--- config.mk ---
export PLATFORM = sky130hd
export DESIGN_NAME = alu_writeback_ctrl
export DESIGN_NICKNAME = d
export VERILOG_FILES = /design/src/rtl/alu_writeback_ctrl.sv
export SDC_FILE = /design/constraint.sdc
export NUM_CORES = 1
export LEC_CHECK = 0
export ABC_AREA = 1
export CORE_ASPECT_RATIO = 1.75
export CORE_UTILIZATION = 46
export DETAILED_ROUTE_END_ITERATION = 10
export HOLD_SLACK_MARGIN = 0.02
export PLACE_DENSITY = 0.85
export SLEW_MARGIN = 20
export SYNTH_ARGS = -nofsm -noshare
export SYNTH_HDL_FRONTEND = slang
export SYNTH_SLANG_ARGS = --single-unit
--- constraint.sdc ---
create_clock -name clk -period 2.05 [get_ports clk]
set_clock_uncertainty 0.05 [all_clocks]
set_input_delay 0.41 -clock clk [delete_from_list [all_inputs] [get_ports clk]]
set_output_delay 0.41 -clock clk [all_outputs]
set_load 0.02 [all_outputs]
--- src/rtl/alu_writeback_ctrl.sv ---
// Issue/commit controller for the datapath ALU: accepts ops, waits ALU latency, commits
// mul/div results to HI/LO and 32-bit results to the register-file write port.
// Optional zero-bubble accept on writeback retire: define ALU_WB_BYPASS_EN.
module alu_writeback_ctrl #(
  parameter int MUL_LAT = 4,
  parameter int DIV_LAT = 8
) (
  input  logic        clk,
  input  logic        clr_n,
  input  logic        op_valid,
  output logic        op_ready,
  input  logic [4:0]  opcode,
  input  logic [3:0]  rd_idx,
  output logic [4:0]  alu_opcode,
  input  logic [63:0] alu_result,
  output logic        wb_valid,
  input  logic        wb_ready,
  output logic [3:0]  wb_idx,
  output logic [31:0] wb_data,
  output logic [31:0] hi_out,
  output logic [31:0] lo_out,
  output logic        busy
);

  localparam int CNT_W = $clog2(16) + 1;

  localparam logic [4:0] OP_MUL  = 5'b01111;
  localparam logic [4:0] OP_DIV  = 5'b10000;
  localparam logic [4:0] OP_MFHI = 5'b11000;
  localparam logic [4:0] OP_MFLO = 5'b11001;

  if (MUL_LAT < 1 || MUL_LAT > 16) begin : g_bad_mul_lat
    $error("alu_writeback_ctrl: MUL_LAT must be in 1..16");
  end
  if (DIV_LAT < 1 || DIV_LAT > 16) begin : g_bad_div_lat
    $error("alu_writeback_ctrl: DIV_LAT must be in 1..16");
  end

  typedef enum logic [1:0] {
    S_IDLE = 2'd0,
    S_EXEC = 2'd1,
    S_WB   = 2'd2
  } state_t;

  state_t             state_q, state_d;
  logic [CNT_W-1:0]   cnt_q, cnt_d;
  logic [4:0]         alu_opcode_q, alu_opcode_d;
  logic [3:0]         wb_idx_q, wb_idx_d;
  logic [31:0]        wb_data_q, wb_data_d;
  logic [31:0]        hi_q, hi_d;
  logic [31:0]        lo_q, lo_d;
  logic               accept;

  function automatic logic is_alu_op(input logic [4:0] op);
    return ((op >= 5'b00011) && (op <= 5'b01110)) || (op == 5'b10001) || (op == 5'b10010);
  endfunction

  // Handshakes: a transfer happens on a rising edge where valid & ready are both high;
  // the offering side holds its payload stable until that edge, valid never depends on ready.
`ifdef ALU_WB_BYPASS_EN
  assign op_ready = (state_q == S_IDLE) || ((state_q == S_WB) && wb_ready);
`else
  assign op_ready = (state_q == S_IDLE);
`endif

  assign accept     = op_valid && op_ready;
  assign wb_valid   = (state_q == S_WB);
  assign busy       = (state_q != S_IDLE);
  assign alu_opcode = alu_opcode_q;
  assign wb_idx     = wb_idx_q;
  assign wb_data    = wb_data_q;
  assign hi_out     = hi_q;
  assign lo_out     = lo_q;

  always_comb begin
    state_d      = state_q;
    cnt_d        = cnt_q;
    alu_opcode_d = alu_opcode_q;
    wb_idx_d     = wb_idx_q;
    wb_data_d    = wb_data_q;
    hi_d         = hi_q;
    lo_d         = lo_q;

    case (state_q)
      S_EXEC: begin
        if (cnt_q == '0) begin
          // alu_opcode_q still holds the op in flight; it decides where the result goes
          if ((alu_opcode_q == OP_MUL) || (alu_opcode_q == OP_DIV)) begin
            hi_d    = alu_result[63:32];
            lo_d    = alu_result[31:0];
            state_d = S_IDLE;
          end else begin
            wb_data_d = alu_result[31:0];
            state_d   = S_WB;
          end
        end else begin
          cnt_d = cnt_q - 1'b1;
        end
      end
      S_WB: begin
        if (wb_ready) state_d = S_IDLE;
      end
      default: ;
    endcase

    // An accept (from IDLE, or from WB on the retire edge) overrides the default path
    if (accept) begin
      alu_opcode_d = opcode;
      wb_idx_d     = rd_idx;
      if (is_alu_op(opcode)) begin
        cnt_d   = '0;
        state_d = S_EXEC;
      end else if (opcode == OP_MUL) begin
        cnt_d   = CNT_W'(MUL_LAT - 1);
        state_d = S_EXEC;
      end else if (opcode == OP_DIV) begin
        cnt_d   = CNT_W'(DIV_LAT - 1);
        state_d = S_EXEC;
      end else if (opcode == OP_MFHI) begin
        wb_data_d = hi_q;
        state_d   = S_WB;
      end else if (opcode == OP_MFLO) begin
        wb_data_d = lo_q;
        state_d   = S_WB;
      end else begin
        state_d = S_IDLE;
      end
    end
  end

  // wb_data_q doubles as the low word of Z; the high word has no consumer so it is not kept
  always_ff @(posedge clk) begin
    if (!clr_n) begin
      state_q      <= S_IDLE;
      cnt_q        <= '0;
      alu_opcode_q <= '0;
      wb_idx_q     <= '0;
      wb_data_q    <= '0;
      hi_q         <= '0;
      lo_q         <= '0;
    end else begin
      state_q      <= state_d;
      cnt_q        <= cnt_d;
      alu_opcode_q <= alu_opcode_d;
      wb_idx_q     <= wb_idx_d;
      wb_data_q    <= wb_data_d;
      hi_q         <= hi_d;
      lo_q         <= lo_d;
    end
  end

endmodule

=== Word-level counts from Yosys, hierarchy flattened ===
Index checks and enable logic that the tools add are counted.

* Output and inout port bits: 108
* Register bits: 112
* Logic and storage cells: 58
* Bits of input ports: 77

* Mux-type cells: 25
* Eq/ne operators: 12
* Add/subtract/negate cells: 1
* Magnitude comparators: 2
* Reduce and logical (&&, ||, !) cells: 11

{| class="wikitable"
|+ Operator list
! operator !! count
|-
| 32-bit 2-to-1 mux || 9
|-
| 5-bit == test (second input constant) || 6
|-
| 5-bit 2-to-1 mux || 6
|-
| 2-bit 2-to-1 mux || 9
|-
| 5-bit by 4-bit == test with 1-bit output (second input constant) || 2
|-
| 3-bit AND reduction || 2
|-
| 5-bit by 2-bit >= comparator with 1-bit output (second input constant) || 1
|-
| 5-bit by 4-bit <= comparator with 1-bit output (second input constant) || 1
|-
| 5-bit zero test || 1
|-
| 5-bit by 1-bit subtractor with 5-bit output (second input constant) || 1
|-
| 2-bit one-hot mux with 2 select lines || 1
|-
| 1-bit logical OR || 3
|-
| 3-bit by 1-bit != test with 1-bit output (second input constant) || 1
|-
| 3-bit != test (second input constant) || 1
|-
| 3-bit nonzero test || 1
|-
| 2-bit by 1-bit == test with 1-bit output (second input constant) || 1
|-
| 2-bit == test (second input constant) || 1
|-
| 1-bit logical AND || 2
|-
| 2-bit zero test || 1
|-
| 2-bit nonzero test || 1
|}

=== Longest topological paths before layout ===
* Depth after elaboration: 11
* Gate-level depth with buffers: 11
* Depth with buffers taken out: 10

=== Least setup slack after synthesis ===
Ideal clock, no wire load.

* Path kind: register -> register
* Start: reg state_q[0]
* End: reg wb_data_q[2] (netlist: wb_data[2])
* Library setup time: 0.112 ns
* Cell stages (with the launch flop): 10
* Arrival: 1.604 ns
* Path slack: 0.284 ns
* Path through: dfxtp_1 > nor2_2 > nand2_1 > inv_2 > nand2_1 > nor2_4 > buf_1 > nand3_1 > nand2_1 > nor2_1

* Elaborated cells on any way between the ends: 10

{| class="wikitable"
|+ RTL lines
! item !! RTL line !! RTL
|-
| from (decl) || 45 || <nowiki>state_t state_q, state_d;</nowiki>
|-
| from (signal assigned) || 142 || <nowiki>state_q <= state_d;</nowiki>
|-
| 2-bit zero test || 63 || <nowiki>assign op_ready = (state_q == S_IDLE);</nowiki>
|-
| net op_ready || 11 || <nowiki>output logic op_ready,</nowiki>
|-
| 1-bit logical AND || 66 || <nowiki>assign accept = op_valid && op_ready;</nowiki>
|-
| 32-bit 2-to-1 mux || 107 || <nowiki>if (accept) begin</nowiki>
|-
| to (signal assigned) || 146 || <nowiki>wb_data_q <= wb_data_d;</nowiki>
|-
| to (decl) || 49 || <nowiki>logic [31:0] wb_data_q, wb_data_d;</nowiki>
|}

The timed path passes the listed nets, and every way through them passes these cells.
A chain may end at the register's enable or synchronous reset.

=== Worst setup path in the final report ===
* Start: reg cnt_q[0]
* End: reg lo_q[29] (netlist: lo_out[29])

* Word-level cells in the longest chain between the ends: 2

{| class="wikitable"
|+ Ends and longest elaborated chain
! item !! RTL line !! RTL
|-
| from (decl) || 46 || <nowiki>logic [CNT_W-1:0] cnt_q, cnt_d;</nowiki>
|-
| from (signal assigned) || 143 || <nowiki>cnt_q <= cnt_d;</nowiki>
|-
| 5-bit zero test || 86 || <nowiki>if (cnt_q == '0) begin</nowiki>
|-
| 3-bit AND reduction (no source line) || - ||
|-
| to (signal assigned) || 148 || <nowiki>lo_q <= lo_d;</nowiki>
|-
| to (decl) || 51 || <nowiki>logic [31:0] lo_q, lo_d;</nowiki>
|}

No other way between the ends.

==> impl_metrics.ini <==
[outcome]
outcome = complete, no violations

[min_path]
hold_path_startpoint = hi_out[24]
hold_path_depth = 2
holdCritPathClass = flip-flop to flip-flop

[clock_tree]
cts_root_buffer = clkbuf_16
cts_sinks = 112
clk_pin_slew_ns = 0.07
h-tree-depth = 3
cts_buffer_depth = 2
clk_latency_ns = 0.35
cts_tree = yes
cts_hold_buf = 0
numCtsBuffers = 9

[layout]
final_common_cell = clkdlybuf4s50_1
fin_nets = 1081
final_cell_mix = 182 x clkdlybuf4s50_1, 162 x nand2_1, 136 x inv_1, 112 x dfxtp_1, 104 x o21ai_0
finalNonFillerCells = 1140
final_area_mm2 = 0.00780
layout-drive-gt1-share_pct = 6.15
utilization_pct = 69.8
syn2layout_area_growth_pct = 46.7
antennaDiodeCount = 0

[sta]
layout_min_cycle_time_ns = 1.95
finalSetupViolCount = 0
slew_violations = 0
slew_headroom_pct = 74.0
fmaxAchievable_mhz = 513
fin_crit_sh_pct = 95.1
worstMarginPinSlew_ns = 0.391
hold_viol_final = 0
rsz0062_at_grt = no
fin_setup_tns_ns = 0
setup_slack_ns = 0.0995

[yosys]
synthTopCellsByArea = dfxtp_1 42%, nand2_1 12%, o21ai_0 10%
syn_inst = 821
synthFlopType = dfxtp_1
yosysWarnings = 0
ys_types = 25
synth_top_cell_by_area = dfxtp_1
synth_edf_count = 0
synth_fp_nets = 899
synth_top_area_share_pct = 42.2
async_flop_share_pct = 0
yosysSeqAreaShare_pct = 42.2
synth.ff_latch_count = 112
syn_area_mm2 = 0.00531
avgSynthCellArea_um2 = 6.47

[setup_path]
cp_num_buf_inv = 2
crit_cells = 8
start_kind = flip-flop
r2r-end = lo_out[29]
max_stage_delay_ns = 0.37
path_delay_family = simple AND/OR/NAND/NOR gates
endpoint = lo_out[29]
reg2regPathDepth = 8
cp_slowest_cell = nor3_4
critPathCaptureType = flip-flop
path_cells = inv_1, ha_2, nand2_1, nor3_4, nand3_4, buf_12, o21ai_0, nor2_1
worstReg2RegStart = cnt_q[0]
crit_type = flip-flop to flip-flop
arrival_ns = 2.14
worstPathMaxFanout = 58
critPathRequiredTime_ns = 2.24
rrSetupSlack_ns = 0.1
crit_start = cnt_q[0]

[power_and_ir_drop]
power_switching_mw = 3.45
clockPowerShare_pct = 19.5
p_leak_nw = 3.48
p_seq_share_pct = 33.1
power.density_mw_per_mm2 = 1130
worst_ir_drop_vdd_v = 0.000753
intPower_mw = 5.39
pwr-share-comb_pct = 47.4
switching_share_pct = 39.0

[floorplan]
initial_core_util_pct = 47.6
rows = 51
die_area_mm2 = 0.0120
io_pins = 185
core-area_mm2 = 0.0112
fp.dieW_um = 83.2
die_h_um = 144

[global_route]
grt_overflow = 0
first_global_vias = 5399
grt_max_degree = 59
grt.total_usage_pct = 27.1
antenna_found_initial = 0
grt_pass1_wl_um = 25800

[placed_design]
place_area_mm2 = 0.00744
place_congestion = 0.856
hpwl_um = 11400
dp.cells = 1120
io_buffers = 184
post-place-ws_ns = -0.139

[route]
first_pass_iters = 5
drc = 0
post_drt_wl_per_cell_um = 14.8
ant_nets = 0
wl_um = 16900
vias = 5859
drtIter0Drc = 336
vias_per_cell = 5.14

[run]
max_cap_viol_count = 0
[metal layers]
metal	vias to the layer above	global-route usage, %	part of all wire (%)
li1	2927	-	-
met5	-	0	0
met3	41	3.42	5.5
met4	0	14.5	4.0
met2	222	50.5	53
met1	2669	29.6	38
[sequential cells by signal, summed over array words and instances (netlist names)]
| register | count |
|---|---|
| lo_out | 32 |
| hi_out | 32 |
| state_q | 2 |
| wb_data | 32 |
| wb_idx | 4 |
| alu_opcode | 5 |
| cnt_q | 5 |
[worst reg2reg max path, stage by stage (launching register included)]
cell and delay (ns):
dfxtp_1 0.34, inv_1 0.08, ha_2 0.20, nand2_1 0.11, nor3_4 0.37, nand3_4 0.17
buf_12 0.22, o21ai_0 0.25, nor2_1 0.07
[final cells by class]
| cell class | count | area, µm² |
|---|---|---|
| Clock buffer | 15 | 278 |
| Clock inverter | 1 | 8.76 |
| Fill cell | 910 | 3370 |
| Inverter | 139 | 524 |
| Multi-Input combinational cell | 520 | 2350 |
| Sequential cell | 112 | 2240 |
| Tap cell | 132 | 165 |
| Timing Repair Buffer | 221 | 2230 |
[what timing repair did]
action	4_1_cts	5_1_grt
endpoints found under the setup margin	0	16
endpoints found under the hold margin	0	0
buffers inserted	0	4
resized for setup	0	8
[worst min-delay path by stage]
stage	to	slack (ns)
3_3_place_gp	hi_out[14]	0.40
3_5_place_dp	hi_out[24]	0.41
6_report	hi_out[24]	0.42
4_1_cts	hi_out[14]	0.42
2_1_floorplan	cnt_q[1]	0.42
5_1_grt	hi_out[14]	0.44
[cell usage after synthesis, types with 2 or more instances]
library cell / count
nand2_1: 163
inv_1: 136
dfxtp_1: 112
o21ai_0: 106
nor2_1: 99
nand3_1: 66
a21oi_1: 64
clkbuf_1: 32
buf_2: 13
nand3b_1: 6
buf_1: 3
inv_2: 3
nand4_1: 3
a31oi_1: 2
buf_4: 2
nor4_1: 2
[per-stage QoR]
| step | power [mW] | hold WS (ns) |
|---|---|---|
| finish | 8.84 | 0.417 |
| global route | 9.41 | 0.441 |
| CTS | 8.76 | 0.418 |
| detailed placement | 7.03 | 0.407 |
| global placement | 6.96 | 0.405 |
| floorplan | 5.33 | 0.421 |
[kinds of logic (layout without fill, tap and decap cells)]
group                    Yosys count  count (layout)  share of synthesized area (%)
flip-flops                       112             112                           42.2
AO/OA/AOI/OAI                    172             172                           16.2
adder cells (fa/ha/maj)            1               1                          0.235
buffers and inverters            189             376                           13.8
XOR/XNOR                           2               2                          0.330
AND/OR/NAND/NOR                  345             345                           27.2
[power groups by stage]
stage	clock [mW]	combinational [mW]	sequential (mW)
6_report	1.72	4.19	2.93
5_1_grt	1.83	4.60	2.98
4_1_cts	1.74	4.09	2.93
3_5_place_dp	0	4.05	2.98
3_3_place_gp	0	3.99	2.96
2_1_floorplan	0	1.85	3.48
Note: power is estimated with default switching activity, not from simulation.
